==> src/rtl/fpu_bus_sequencer.sv <==
// Serialises one (A, B, opcode) request into FPU 8-bit register-bus cycles and returns the result.
// Optional WAIT_END timeout abort is enabled by defining FPU_SEQ_TIMEOUT_EN.
module fpu_bus_sequencer #(
   parameter int STROBE_CYC  = 1,
   parameter int TIMEOUT_CYC = 4096
) (
   input  logic        clk,
   input  logic        arst_n,
   input  logic        req_valid,
   output logic        req_ready,
   input  logic [31:0] req_a,
   input  logic [31:0] req_b,
   input  logic [7:0]  req_op,
   output logic        rsp_valid,
   input  logic        rsp_ready,
   output logic [31:0] rsp_result,
   output logic        rsp_err,
   output logic [3:0]  fpu_addr,
   output logic [7:0]  fpu_wdata,
   input  logic [7:0]  fpu_rdata,
   output logic        fpu_cs_n,
   output logic        fpu_rd_n,
   output logic        fpu_wr_n,
   output logic        fpu_end_ack,
   input  logic        fpu_cmd_end,
   input  logic        fpu_busy
);

   localparam logic [3:0] S_IDLE     = 4'd0;
   localparam logic [3:0] S_WR_A     = 4'd1;
   localparam logic [3:0] S_WR_B     = 4'd2;
   localparam logic [3:0] S_WR_OP    = 4'd3;
   localparam logic [3:0] S_START    = 4'd4;
   localparam logic [3:0] S_WAIT_END = 4'd5;
   localparam logic [3:0] S_RD_RES   = 4'd6;
   localparam logic [3:0] S_ACK      = 4'd7;
   localparam logic [3:0] S_RSP      = 4'd8;

   // PH_GAP is the cs_n-high cycle that separates consecutive access groups.
   localparam logic [1:0] PH_SETUP  = 2'd0;
   localparam logic [1:0] PH_STROBE = 2'd1;
   localparam logic [1:0] PH_HOLD   = 2'd2;
   localparam logic [1:0] PH_GAP    = 2'd3;

   localparam int             SW        = (STROBE_CYC > 1) ? $clog2(STROBE_CYC) : 1;
   localparam logic [SW-1:0]  SCNT_LAST = SW'(STROBE_CYC - 1);

   logic [3:0]    r_state;
   logic [1:0]    r_phase;
   logic [1:0]    r_idx;
   logic [SW-1:0] r_scnt;
   logic [31:0]   r_a;
   logic [31:0]   r_b;
   logic [7:0]    r_op;
   logic [31:0]   r_result;

   logic       w_group;
   logic       w_quad;
   logic       w_active;
   logic [3:0] w_next;
   logic [3:0] w_addr;
   logic [7:0] w_wdata;
   logic [1:0] w_last_idx;

   always_comb begin
      w_group = 1'b0;
      w_quad  = 1'b0;
      w_next  = S_IDLE;
      w_addr  = 4'd0;
      w_wdata = 8'h00;
      case (r_state)
         S_WR_A: begin
            w_group = 1'b1;
            w_quad  = 1'b1;
            w_next  = S_WR_B;
            w_addr  = {2'b00, r_idx};
            w_wdata = r_a[{r_idx, 3'b000} +: 8];
         end
         S_WR_B: begin
            w_group = 1'b1;
            w_quad  = 1'b1;
            w_next  = S_WR_OP;
            w_addr  = 4'd4 + {2'b00, r_idx};
            w_wdata = r_b[{r_idx, 3'b000} +: 8];
         end
         S_WR_OP: begin
            w_group = 1'b1;
            w_next  = S_START;
            w_addr  = 4'd8;
            w_wdata = r_op;
         end
         S_START: begin
            w_group = 1'b1;
            w_next  = S_WAIT_END;
            w_addr  = 4'd9;
         end
         S_RD_RES: begin
            w_group = 1'b1;
            w_quad  = 1'b1;
            w_next  = S_ACK;
            w_addr  = 4'd9 + {2'b00, r_idx};
         end
         default: ;
      endcase
   end

   assign w_active   = w_group && (r_phase != PH_GAP);
   assign w_last_idx = w_quad ? 2'd3 : 2'd0;

   assign fpu_addr    = w_active ? w_addr : 4'd0;
   assign fpu_wdata   = w_active ? w_wdata : 8'h00;
   assign fpu_cs_n    = ~w_active;
   assign fpu_wr_n    = ~(w_active && (r_phase == PH_STROBE) && (r_state != S_RD_RES));
   assign fpu_rd_n    = ~(w_active && (r_phase == PH_STROBE) && (r_state == S_RD_RES));
   assign fpu_end_ack = (r_state == S_ACK);
   assign rsp_valid   = (r_state == S_RSP);
   assign rsp_result  = r_result;
   assign req_ready   = (r_state == S_IDLE) && !fpu_busy;

`ifdef FPU_SEQ_TIMEOUT_EN
   localparam int TW = $clog2(TIMEOUT_CYC + 1);
   logic          r_err;
   logic [TW-1:0] r_tcnt;
   assign rsp_err = r_err;
`else
   assign rsp_err = 1'b0;
`endif

   always_ff @(posedge clk or negedge arst_n) begin
      if (!arst_n) begin
         r_state  <= S_IDLE;
         r_phase  <= PH_SETUP;
         r_idx    <= 2'd0;
         r_scnt   <= '0;
         r_a      <= 32'd0;
         r_b      <= 32'd0;
         r_op     <= 8'd0;
         r_result <= 32'd0;
`ifdef FPU_SEQ_TIMEOUT_EN
         r_err    <= 1'b0;
         r_tcnt   <= '0;
`endif
      end else begin
         case (r_state)
            S_IDLE: begin
               if (req_valid && req_ready) begin
                  r_a     <= req_a;
                  r_b     <= req_b;
                  r_op    <= req_op;
                  r_idx   <= 2'd0;
                  r_phase <= PH_SETUP;
                  r_state <= S_WR_A;
`ifdef FPU_SEQ_TIMEOUT_EN
                  r_err   <= 1'b0;
`endif
               end
            end
            S_WR_A, S_WR_B, S_WR_OP, S_START, S_RD_RES: begin
               case (r_phase)
                  PH_GAP:   r_phase <= PH_SETUP;
                  PH_SETUP: begin
                     r_phase <= PH_STROBE;
                     r_scnt  <= '0;
                  end
                  PH_STROBE: begin
                     if (r_scnt == SCNT_LAST) begin
                        r_phase <= PH_HOLD;
                        if (r_state == S_RD_RES)
                           r_result[{r_idx, 3'b000} +: 8] <= fpu_rdata;
                     end else begin
                        r_scnt <= r_scnt + 1'b1;
                     end
                  end
                  default: begin
                     if (r_idx == w_last_idx) begin
                        r_idx   <= 2'd0;
                        r_phase <= PH_GAP;
                        r_state <= w_next;
`ifdef FPU_SEQ_TIMEOUT_EN
                        r_tcnt  <= '0;
`endif
                     end else begin
                        r_idx   <= r_idx + 2'd1;
                        r_phase <= PH_SETUP;
                     end
                  end
               endcase
            end
            S_WAIT_END: begin
               // cmd_end is a level: an already-high flag is consumed on the first cycle here.
               if (fpu_cmd_end) begin
                  r_state <= S_RD_RES;
                  r_phase <= PH_SETUP;
`ifdef FPU_SEQ_TIMEOUT_EN
               end else if (r_tcnt == TW'(TIMEOUT_CYC - 1)) begin
                  r_state  <= S_RSP;
                  r_result <= 32'h7FC0_0000;
                  r_err    <= 1'b1;
               end else begin
                  r_tcnt <= r_tcnt + 1'b1;
`endif
               end
            end
            S_ACK: begin
               if (!fpu_cmd_end)
                  r_state <= S_RSP;
            end
            S_RSP: begin
               if (rsp_ready)
                  r_state <= S_IDLE;
            end
            default: r_state <= S_IDLE;
         endcase
      end
   end

endmodule

==> config.mk <==
export PLATFORM = sky130hd
export DESIGN_NAME = fpu_bus_sequencer
export DESIGN_NICKNAME = d
export VERILOG_FILES = /design/src/rtl/fpu_bus_sequencer.sv
export SDC_FILE = /design/constraint.sdc
export NUM_CORES = 1
export LEC_CHECK = 0
export BUFFER_PORTS_ARGS = -buffer_cell sky130_fd_sc_hd__clkbuf_2
export CAP_MARGIN = 20
export CORE_MARGIN = 10
export CORE_UTILIZATION = 57
export CTS_CLUSTER_SIZE = 8
export DETAILED_ROUTE_END_ITERATION = 16
export PLACE_DENSITY_LB_ADDON = 0.15
export SLEW_MARGIN = 15
export SYNTH_ARGS = -nofsm -noshare
export SYNTH_HDL_FRONTEND = slang
export SYNTH_SLANG_ARGS = --single-unit
export TNS_END_PERCENT = 10
==> constraint.sdc <==
create_clock -name clk -period 4.2 [get_ports clk]
set_input_delay 0.63 -clock clk [delete_from_list [all_inputs] [get_ports clk]]
set_output_delay 0.63 -clock clk [all_outputs]
set_load 0.03 [all_outputs]
* Word level (Yosys, flattened, before mapping) *
Index checks and enable logic that the tools add are counted.

cells by class
  bitwise operators = 4
  reductions and logical operators = 21
  equality and inequality tests = 20
  shift-type cells = 4
  multiplexer cells = 27
  add/subtract/negate cells = 5

operators by type and width
  operator                  count
  $shiftx A32 B6 Y8         2
  $pmux W4 S5               2
  $bwmux W32                1
  $shift A8 B7 Y32 const A  1
  $shiftx A8 B7 Y32         1
  $mux W4                   7
  $pmux W8 S3               1
  $eq A4 B3 Y1 const B      4
  $pmux W3 S5               1
  $mux W2                   7
  $pmux W2 S3               2
  $eq A4 B2 Y1 const B      2
  $mux W8                   1
  $ne A2 B2 Y1 const B      4
  $reduce_and A4 Y1         2
  $neg A5 Y7                1
  $logic_and A1 B1 Y1       6
  $ne A2 B1 Y1 const B      3
  $reduce_and A6 Y1         1
  $reduce_or A3 Y1          2
  $reduce_or A5 Y1          1
  $add A3 B2 Y4 const A     1
  $add A4 B2 Y4 const A     1
  $eq A4 B1 Y1 const B      1
  other kinds (19)          26

word-level totals
  bits of input ports = 86
  output and inout bits = 51
  register bits = 113

* Depth between registers and ports, before layout *
Gate-level depths: netlist (run 1).

  word-level depth = 8
  gate-level depth with buffers = 8

* Least setup slack after synthesis (run 1) *
No wires, ideal clock.

  path type = reg2out
  from = reg r_state[0]
  to = out fpu_wdata[6]
  path buffers = 1
  data required time = 3570 ps
  arrival = 2011 ps
  stages on the path, launching flop included = 7
  setup slack = 1559 ps
  path through = dfrtp_1 buf_2 nand2b_1 nor3_2 mux4_2 nand2b_1 a32o_1

between the ends
  cells in the longest elaborated chain, start to end = 5
  elaborated cells on any way between the ends = 10
  those cells by class = eq/ne: 5; mux: 3; reduce/logical: 2

RTL lines
  what                                  line  text
  start: declaration                    48    logic [3:0] r_state;
  start signal: assignment              178   r_state <= w_next;
  $eq A4 B3 Y1 (tied with other cells)  71    case (r_state)
  $reduce_or A5 Y1 (no line)            --
  $mux W1                               71
  $logic_and A1 B1 Y1                   107   assign w_active = w_group && (r_phase != PH_GAP);
  $mux W8 *                             111   assign fpu_wdata = w_active ? w_wdata : 8'h00;
  end: declaration                      19    output logic [7:0] fpu_wdata,

Every way passes the cells marked *; elsewhere a longest branch is shown, timed or not.

* Worst setup path after layout (run 1) *
  from = reg r_state[0]
  to = out fpu_wdata[7]

The elaborated chain is that of the path after synthesis.

==> run_summary.xml, run 1 <==
<?xml version="1.0" encoding="UTF-8"?>
<metrics>
  <group name="status">
    <metric name="outcome" unit="">finished, final reports clean</metric>
  </group>
  <group name="timing">
    <metric name="finClkSkew" unit="ns">0.0180</metric>
    <metric name="hold_viol_final" unit="">0</metric>
    <metric name="report.final.setup_viol" unit="">0</metric>
    <metric name="crit_share_post_route" unit="%">85.7</metric>
    <metric name="unrepaired_setup_endpoints_after_global_routing" unit="">no</metric>
    <metric name="final.setup.tns" unit="ns">0</metric>
    <metric name="max_slew.worst_pin.slew" unit="ns">0.938</metric>
    <metric name="fin_crit" unit="ns">3.60</metric>
    <metric name="slew_headroom" unit="%">37.3</metric>
    <metric name="slew_violations" unit="">0</metric>
    <metric name="max_clock_freq" unit="GHz">0.278</metric>
  </group>
  <group name="run">
    <metric name="max_cap_violations" unit="">0</metric>
  </group>
  <group name="grt">
    <metric name="pin_count_of_the_biggest_net_entering_global_routing" unit="">74</metric>
    <metric name="grt_usage" unit="%">21.7</metric>
    <metric name="first_global_vias" unit="">4643</metric>
    <metric name="grt_antenna_before_repair" unit="">0</metric>
    <metric name="grt_pass1_wl" unit="um">23300</metric>
    <metric name="overflow" unit="">0</metric>
  </group>
  <group name="route">
    <metric name="routed_wire_length_per_instance" unit="um">17.0</metric>
    <metric name="via_count" unit="">4690</metric>
    <metric name="detail-route-antenna-nets" unit="">0</metric>
    <metric name="drt_drc_violations_left" unit="">0</metric>
    <metric name="drt-initial-drc-count" unit="">335</metric>
    <metric name="route.detailed.vias_per_inst" unit="">5.42</metric>
    <metric name="drt-total-wl" unit="um">14700</metric>
    <metric name="dr.pass1.iters" unit="">5</metric>
  </group>
  <group name="logic_synthesis">
    <metric name="share_of_async_settable_or_async_resettable_flops_after_synthesis" unit="%">100</metric>
    <metric name="synth.lib_cells_used.distinct" unit="">46</metric>
    <metric name="synth_enable_flop_cells" unit="">0</metric>
    <metric name="avgSynthCellArea" unit="um2">8.45</metric>
    <metric name="yosys.area.top_type_share" unit="%">52.6</metric>
    <metric name="synthesis.nets" unit="">722</metric>
    <metric name="dominantRegCellSynth" unit="">sky130_fd_sc_hd__dfrtp_1</metric>
    <metric name="synthTopCellsByArea" unit="">sky130_fd_sc_hd__dfrtp_1 (53%), sky130_fd_sc_hd__nand2_1 (23%), sky130_fd_sc_hd__o21ai_0 (3.8%)</metric>
    <metric name="synth_warnings" unit="">0</metric>
    <metric name="post_synth_inst_count" unit="">631</metric>
    <metric name="post_synth_instance_area" unit="um2">5330</metric>
    <metric name="synth_seq_cells" unit="">112</metric>
    <metric name="seq_area_frac_synth" unit="%">52.6</metric>
    <metric name="synth.largest_area_cell" unit="">sky130_fd_sc_hd__dfrtp_1</metric>
  </group>
  <group name="finish">
    <metric name="syn2layout_area_growth" unit="%">16.5</metric>
    <metric name="layout.core_utilization" unit="%">67.9</metric>
    <metric name="n_antenna_cell" unit="">0</metric>
    <metric name="fin_nets" unit="">841</metric>
    <metric name="stdcell_area" unit="um2">6210</metric>
    <metric name="layout_commonest_cell" unit="">sky130_fd_sc_hd__nand2_1</metric>
    <metric name="most-common-layout-cells" unit="">sky130_fd_sc_hd__nand2_1 (323), sky130_fd_sc_hd__clkbuf_2 (134), sky130_fd_sc_hd__dfrtp_1 (112)</metric>
    <metric name="drive_gt1_share" unit="%">23.2</metric>
  </group>
  <group name="floorplan">
    <metric name="floorplan_die_area" unit="um2">13600</metric>
    <metric name="dieHeight" unit="um">117</metric>
    <metric name="initial_utilization" unit="%">58.3</metric>
    <metric name="fp.dieW" unit="um">117</metric>
    <metric name="floorplan.io_pins" unit="">137</metric>
    <metric name="placementRows" unit="">35</metric>
    <metric name="core_region_area" unit="um2">9150</metric>
  </group>
  <group name="power_and_ir_drop">
    <metric name="sw_frac_of_total" unit="%">46.9</metric>
    <metric name="worst_ir_drop_vdd" unit="V">0.000368</metric>
    <metric name="power.clock.fraction" unit="%">12.3</metric>
    <metric name="power_density" unit="nW/um2">805</metric>
    <metric name="cell_internal_power_dissipation" unit="mW">2.65</metric>
    <metric name="p_seq_share" unit="%">39.3</metric>
    <metric name="power_switching" unit="mW">2.35</metric>
    <metric name="combinationalPowerShare" unit="%">48.4</metric>
    <metric name="leakage_power_of_the_design" unit="nW">3.30</metric>
  </group>
  <group name="clock_tree">
    <metric name="tritoncts_clock_tree" unit="">done</metric>
    <metric name="cts.sinks" unit="">112</metric>
    <metric name="cts-htree-levels" unit="">3</metric>
    <metric name="path_clk_slew" unit="ns">0.12</metric>
    <metric name="cts.root.buffer_cell" unit="">sky130_fd_sc_hd__clkbuf_8</metric>
    <metric name="postCtsSetupBuffers" unit="">0</metric>
    <metric name="cts_buffers" unit="">9</metric>
    <metric name="ctsHoldBuffers" unit="">0</metric>
    <metric name="max-clock-path-buffers" unit="">2</metric>
    <metric name="clk_latency" unit="ns">0.39</metric>
    <metric name="cts_resized" unit="">0</metric>
  </group>
  <group name="critical_path">
    <metric name="crit_type" unit="">reg -&gt; out</metric>
    <metric name="required" unit="ns">3.57</metric>
    <metric name="critPathMaxFanout" unit="">23</metric>
    <metric name="worst-r2r-setup-slack" unit="ns">1.48</metric>
    <metric name="timing.rr.start" unit="">r_idx[0]$_DFFE_PN0P_</metric>
    <metric name="ff2ff_path_depth" unit="">5</metric>
    <metric name="timing.critical_path.arrival" unit="ns">2.97</metric>
    <metric name="cp-start-kind" unit="">flop</metric>
    <metric name="setup.worst_path.end_class" unit="">output port</metric>
    <metric name="worstReg2RegEnd" unit="">rsp_result[21]$_DFFE_PN0P_</metric>
  </group>
  <group name="placement">
    <metric name="routabilityCongestion" unit="">0.837</metric>
    <metric name="post_dp_cell_area" unit="um2">6040</metric>
    <metric name="detailedPlacementHpwl" unit="um">11000</metric>
    <metric name="placement.io_buffers" unit="">135</metric>
  </group>
  <group name="worst_hold_path">
    <metric name="hold_path.class" unit="">in -&gt; async</metric>
  </group>
</metrics>
[synthesized netlist by cell type (2+ instances only)]
cell type and number:
sky130_fd_sc_hd__nand2_1 323, sky130_fd_sc_hd__dfrtp_1 112, sky130_fd_sc_hd__o21ai_0 41, sky130_fd_sc_hd__buf_2 19
sky130_fd_sc_hd__nand3_1 15, sky130_fd_sc_hd__nand2b_1 14, sky130_fd_sc_hd__nor2_1 12, sky130_fd_sc_hd__a31oi_1 10
sky130_fd_sc_hd__clkbuf_1 10, sky130_fd_sc_hd__a32o_1 8, sky130_fd_sc_hd__mux4_2 8, sky130_fd_sc_hd__inv_1 6
sky130_fd_sc_hd__ha_1 5, sky130_fd_sc_hd__nor3b_1 4, sky130_fd_sc_hd__a21oi_1 3, sky130_fd_sc_hd__a211o_1 2
sky130_fd_sc_hd__a21o_1 2, sky130_fd_sc_hd__buf_4 2, sky130_fd_sc_hd__mux2_2 2, sky130_fd_sc_hd__nor2b_1 2
sky130_fd_sc_hd__nor3_2 2, sky130_fd_sc_hd__nor4_1 2, sky130_fd_sc_hd__o22ai_1 2, sky130_fd_sc_hd__or2_1 2
sky130_fd_sc_hd__xnor2_1 2
[area by class of cell]
class	instances	area (um2)
Fill cell	783	2940
Inverter	7	26.3
Timing Repair Buffer	141	723
Tap cell	111	139
Clock buffer	9	124
Multi-Input combinational cell	479	2340
Clock inverter	6	51.3
Sequential cell	112	2800
[power groups by stage]
stage | clock network, mW | registers [mW] | logic [mW]
6_report | 0.615 | 1.97 | 2.42
5_1_grt | 0.672 | 2.02 | 2.67
4_1_cts | 0.614 | 1.96 | 2.44
3_5_place_dp | 0 | 1.98 | 2.42
3_3_place_gp | 0 | 1.97 | 2.37
2_1_floorplan | 0 | 2.06 | 1.60
[registers in the layout, indices dropped and copies added (netlist names)]
signal,count
r_idx,2
r_a,32
r_b,32
r_op,8
r_phase,2
rsp_result,32
r_state,4
[cell families (layout without fill, tap and decap cells)]
kind of cell,Yosys count,in the layout,share of synthesized area [%]
adder cells (fa/ha/maj),5,5,1.17
other,1,1,0.0703
buffers and inverters,40,163,3.54
multiplexers,10,10,3.80
AO/OA/AOI/OAI,74,74,8.78
AND/OR/NAND/NOR,386,386,29.6
XOR/XNOR,3,3,0.493
flip-flops,112,112,52.6
[how the worst max path moves through the flow]
stage	startpoint	slack [ns]	end	depth (start not counted)
floorplan	r_state[0]$_DFFE_PN0P_	1.56	fpu_wdata[6]	6
global placement	r_state[0]$_DFFE_PN0P_	1.09	fpu_wdata[7]	6
detailed placement	r_state[0]$_DFFE_PN0P_	1.03	fpu_wdata[7]	6
CTS	r_state[0]$_DFFE_PN0P_	0.59	fpu_wdata[7]	6
global route	r_state[0]$_DFFE_PN0P_	0.45	fpu_wdata[2]	6
finish	r_state[0]$_DFFE_PN0P_	0.60	fpu_wdata[7]	6
[through the flow]
stage                     std cells  power [mW]  hold slack (ns)  setup slack [ns]
after floorplan                 631        3.67            0.334              1.56
after global placement          850        4.34            0.458              1.09
after detailed placement        850        4.41            0.461              1.03
after CTS                       865        5.01            0.292             0.594
after global routing            865        5.37            0.303             0.449
final                           865        5.00            0.257             0.600
[worst max-delay path, stage by stage (launching register included)]
cell,delay [ns]
sky130_fd_sc_hd__dfrtp_1,0.70
sky130_fd_sc_hd__and2b_1,0.29
sky130_fd_sc_hd__nand2_2,0.43
sky130_fd_sc_hd__mux4_2,0.57
sky130_fd_sc_hd__nand2b_1,0.16
sky130_fd_sc_hd__a32o_1,0.25
sky130_fd_sc_hd__clkbuf_2,0.18
[routing by layer]
layer	vias up	global-route usage [%]	part of all wire [%]
met5	-	0	0
li1	2274	-	-
met1	2243	27.4	42
met2	153	35.7	49
met4	0	6.43	1.7
met3	20	5.70	6.6
Note: power is estimated with default switching activity, not from simulation.
==> run 2, diff against run 1 <==
MAX_ROUTING_LAYER = met4   (was default)
==> run 2 against run 1 <==
  * Die area unchanged
  * Worst setup slack improved by 0.042 ns
  * Clock power decreased by 2%
  * Worst hold slack got worse by 0.043 ns
  * Utilization decreased by 0.082 points
  * First-iteration DRC count decreased by 4.8%
  * Combinational power about the same
  * Largest cell class unchanged
  * Highest routed layer unchanged
==> run_summary.xml, run 2 (synthesized netlist as in run 1, its figures left out) <==
<?xml version="1.0" encoding="UTF-8"?>
<metrics>
  <group name="route">
    <metric name="via_count" unit="">4620</metric>
    <metric name="drt-total-wl" unit="um">14300</metric>
    <metric name="detail-route-antenna-nets" unit="">0</metric>
    <metric name="drt-initial-drc-count" unit="">319</metric>
    <metric name="routed_wire_length_per_instance" unit="um">16.6</metric>
    <metric name="dr.pass1.iters" unit="">4</metric>
    <metric name="drt_drc_violations_left" unit="">0</metric>
    <metric name="route.detailed.vias_per_inst" unit="">5.35</metric>
  </group>
  <group name="placement">
    <metric name="routabilityCongestion" unit="">0.850</metric>
    <metric name="placement.io_buffers" unit="">135</metric>
    <metric name="post_dp_cell_area" unit="um2">6030</metric>
    <metric name="detailedPlacementHpwl" unit="um">10800</metric>
    <metric name="dpl.cell_count" unit="">849</metric>
  </group>
  <group name="floorplan">
    <metric name="floorplan_die_area" unit="um2">13600</metric>
    <metric name="core_region_area" unit="um2">9150</metric>
    <metric name="floorplan.io_pins" unit="">137</metric>
    <metric name="dieHeight" unit="um">117</metric>
    <metric name="placementRows" unit="">35</metric>
    <metric name="fp.dieW" unit="um">117</metric>
    <metric name="initial_utilization" unit="%">58.3</metric>
  </group>
  <group name="critical_path">
    <metric name="critPathSlowestCell" unit="">sky130_fd_sc_hd__dfrtp_1</metric>
    <metric name="required" unit="ns">3.57</metric>
    <metric name="crit_type" unit="">reg -&gt; out</metric>
    <metric name="worstPathCellList" unit="">and2b_1 &gt; nand2_2 &gt; mux4_2 &gt; nand2b_1 &gt; a32o_1 &gt; clkbuf_2</metric>
    <metric name="setup.worst_path.end_class" unit="">output port</metric>
    <metric name="timing.critical_path.arrival" unit="ns">2.93</metric>
    <metric name="cp-start-kind" unit="">flop</metric>
    <metric name="critPathMaxFanout" unit="">23</metric>
    <metric name="slowest_delay" unit="ns">0.68</metric>
  </group>
  <group name="timing">
    <metric name="hold_viol_final" unit="">0</metric>
    <metric name="slew_violations" unit="">0</metric>
    <metric name="max_clock_freq" unit="GHz">0.281</metric>
    <metric name="slew_headroom" unit="%">27.3</metric>
    <metric name="report.final.setup_viol" unit="">0</metric>
    <metric name="unrepaired_setup_endpoints_after_global_routing" unit="">no</metric>
    <metric name="max_slew.worst_pin.slew" unit="ns">1.09</metric>
    <metric name="crit_share_post_route" unit="%">84.7</metric>
    <metric name="finClkSkew" unit="ns">0.0119</metric>
    <metric name="fin_crit" unit="ns">3.56</metric>
    <metric name="final.setup.tns" unit="ns">0</metric>
  </group>
  <group name="clock_tree">
    <metric name="clk_latency" unit="ns">0.37</metric>
    <metric name="path_clk_slew" unit="ns">0.11</metric>
    <metric name="cts_buffers" unit="">9</metric>
    <metric name="cts_resized" unit="">0</metric>
    <metric name="max-clock-path-buffers" unit="">2</metric>
    <metric name="cts.root.buffer_cell" unit="">sky130_fd_sc_hd__clkbuf_8</metric>
    <metric name="cts-htree-levels" unit="">3</metric>
    <metric name="postCtsSetupBuffers" unit="">0</metric>
    <metric name="cts.sinks" unit="">112</metric>
    <metric name="ctsHoldBuffers" unit="">0</metric>
    <metric name="tritoncts_clock_tree" unit="">done</metric>
  </group>
  <group name="power_and_ir_drop">
    <metric name="post-layout-total-power" unit="mW">4.97</metric>
    <metric name="leakage_power_of_the_design" unit="nW">3.29</metric>
    <metric name="power_density" unit="nW/um2">801</metric>
    <metric name="worst_ir_drop_vdd" unit="V">0.000407</metric>
  </group>
  <group name="run">
    <metric name="max_cap_violations" unit="">0</metric>
  </group>
  <group name="finish">
    <metric name="area_of_the_multi_input_gates" unit="um2">2340</metric>
    <metric name="layout_commonest_cell" unit="">sky130_fd_sc_hd__nand2_1</metric>
    <metric name="layout.core_utilization" unit="%">67.8</metric>
    <metric name="syn2layout_area_growth" unit="%">16.4</metric>
    <metric name="final.fill_count" unit="">795</metric>
    <metric name="n_antenna_cell" unit="">0</metric>
    <metric name="register_area" unit="um2">2800</metric>
    <metric name="most-common-layout-cells" unit="">sky130_fd_sc_hd__nand2_1 (323), sky130_fd_sc_hd__clkbuf_2 (134), sky130_fd_sc_hd__dfrtp_1 (112)</metric>
    <metric name="fin_nets" unit="">840</metric>
    <metric name="drive_gt1_share" unit="%">23.1</metric>
    <metric name="finalNonFillerCells" unit="">864</metric>
    <metric name="stdcell_area" unit="um2">6200</metric>
  </group>
  <group name="grt">
    <metric name="grt_pass1_wl" unit="um">23200</metric>
    <metric name="overflow" unit="">0</metric>
    <metric name="grt_antenna_before_repair" unit="">0</metric>
    <metric name="first_global_vias" unit="">4687</metric>
    <metric name="grt_usage" unit="%">22.2</metric>
    <metric name="gr-usage-met2" unit="%">36.1</metric>
    <metric name="pin_count_of_the_biggest_net_entering_global_routing" unit="">74</metric>
    <metric name="grt_util_met1" unit="%">27.7</metric>
    <metric name="grt.busiest_layer" unit="">met2</metric>
    <metric name="global_route.usage.met3" unit="%">3.85</metric>
  </group>
  <group name="worst_hold_path">
    <metric name="hold_path.class" unit="">in -&gt; async</metric>
  </group>
  <group name="status">
    <metric name="outcome" unit="">finished, final reports clean</metric>
  </group>
</metrics>
## run 2: per-layer routing
layer	vias up	wire length, um
met5	-	0
li1	2273	-
met1	2206	6080
met2	124	7250
met3	17	790
met4	0	225
## run 2: through the flow
| stage | hold WS, ns | worst slack (ns) |
|---|---|---|
| after floorplan | 0.334 | 1.56 |
| after global placement | 0.457 | 1.08 |
| after detailed placement | 0.457 | 1.04 |
| after CTS | 0.210 | 0.619 |
| after global routing | 0.230 | 0.434 |
| final | 0.214 | 0.642 |
## run 2: cell type report
type | count | area share, %
well taps | 111 | 2.24
inverters | 7 | 0.424
repair buffers | 140 | 11.5
multi-input cells | 479 | 37.8
clock buffers | 9 | 2.00
flip-flops and latches | 112 | 45.2
clock inverters | 6 | 0.827
## run 2: worst max-delay path: cells and delay by family, from the launching register on
family          cells  cell delay (ns)
buf+inv             1             0.19
compound gates      1             0.25
simple gates        3             0.87
mux                 1             0.57
flops               1             0.68
## run 2: worst paths after layout
kind | start | to | slack, ns | depth (start not counted)
worst max-delay path | r_state[0]$_DFFE_PN0P_ | fpu_wdata[5] | 0.64 | 6
worst min-delay path | arst_n | r_a[8]$_DFFE_PN0P_ | 0.21 | 1
worst max register to register | r_idx[0]$_DFFE_PN0P_ | rsp_result[9]$_DFFE_PN0P_ | 1.39 | 5
worst min register to register | r_a[29]$_DFFE_PN0P_ | r_a[29]$_DFFE_PN0P_ | 0.48 | 2
max in group asynchronous | arst_n | r_b[14]$_DFFE_PN0P_ | 3.08 | 2
min in group clk | req_b[7] | r_b[7]$_DFFE_PN0P_ | 0.44 | 3
## run 2: where the power goes
part	total, mW	switching [mW]	internal (mW)	leakage, nW
logic	2.40	1.54	0.856	1.85
registers	1.96	0.391	1.57	1.35
clock network	0.603	0.379	0.224	0.0924
total	4.97	2.31	2.65	3.29
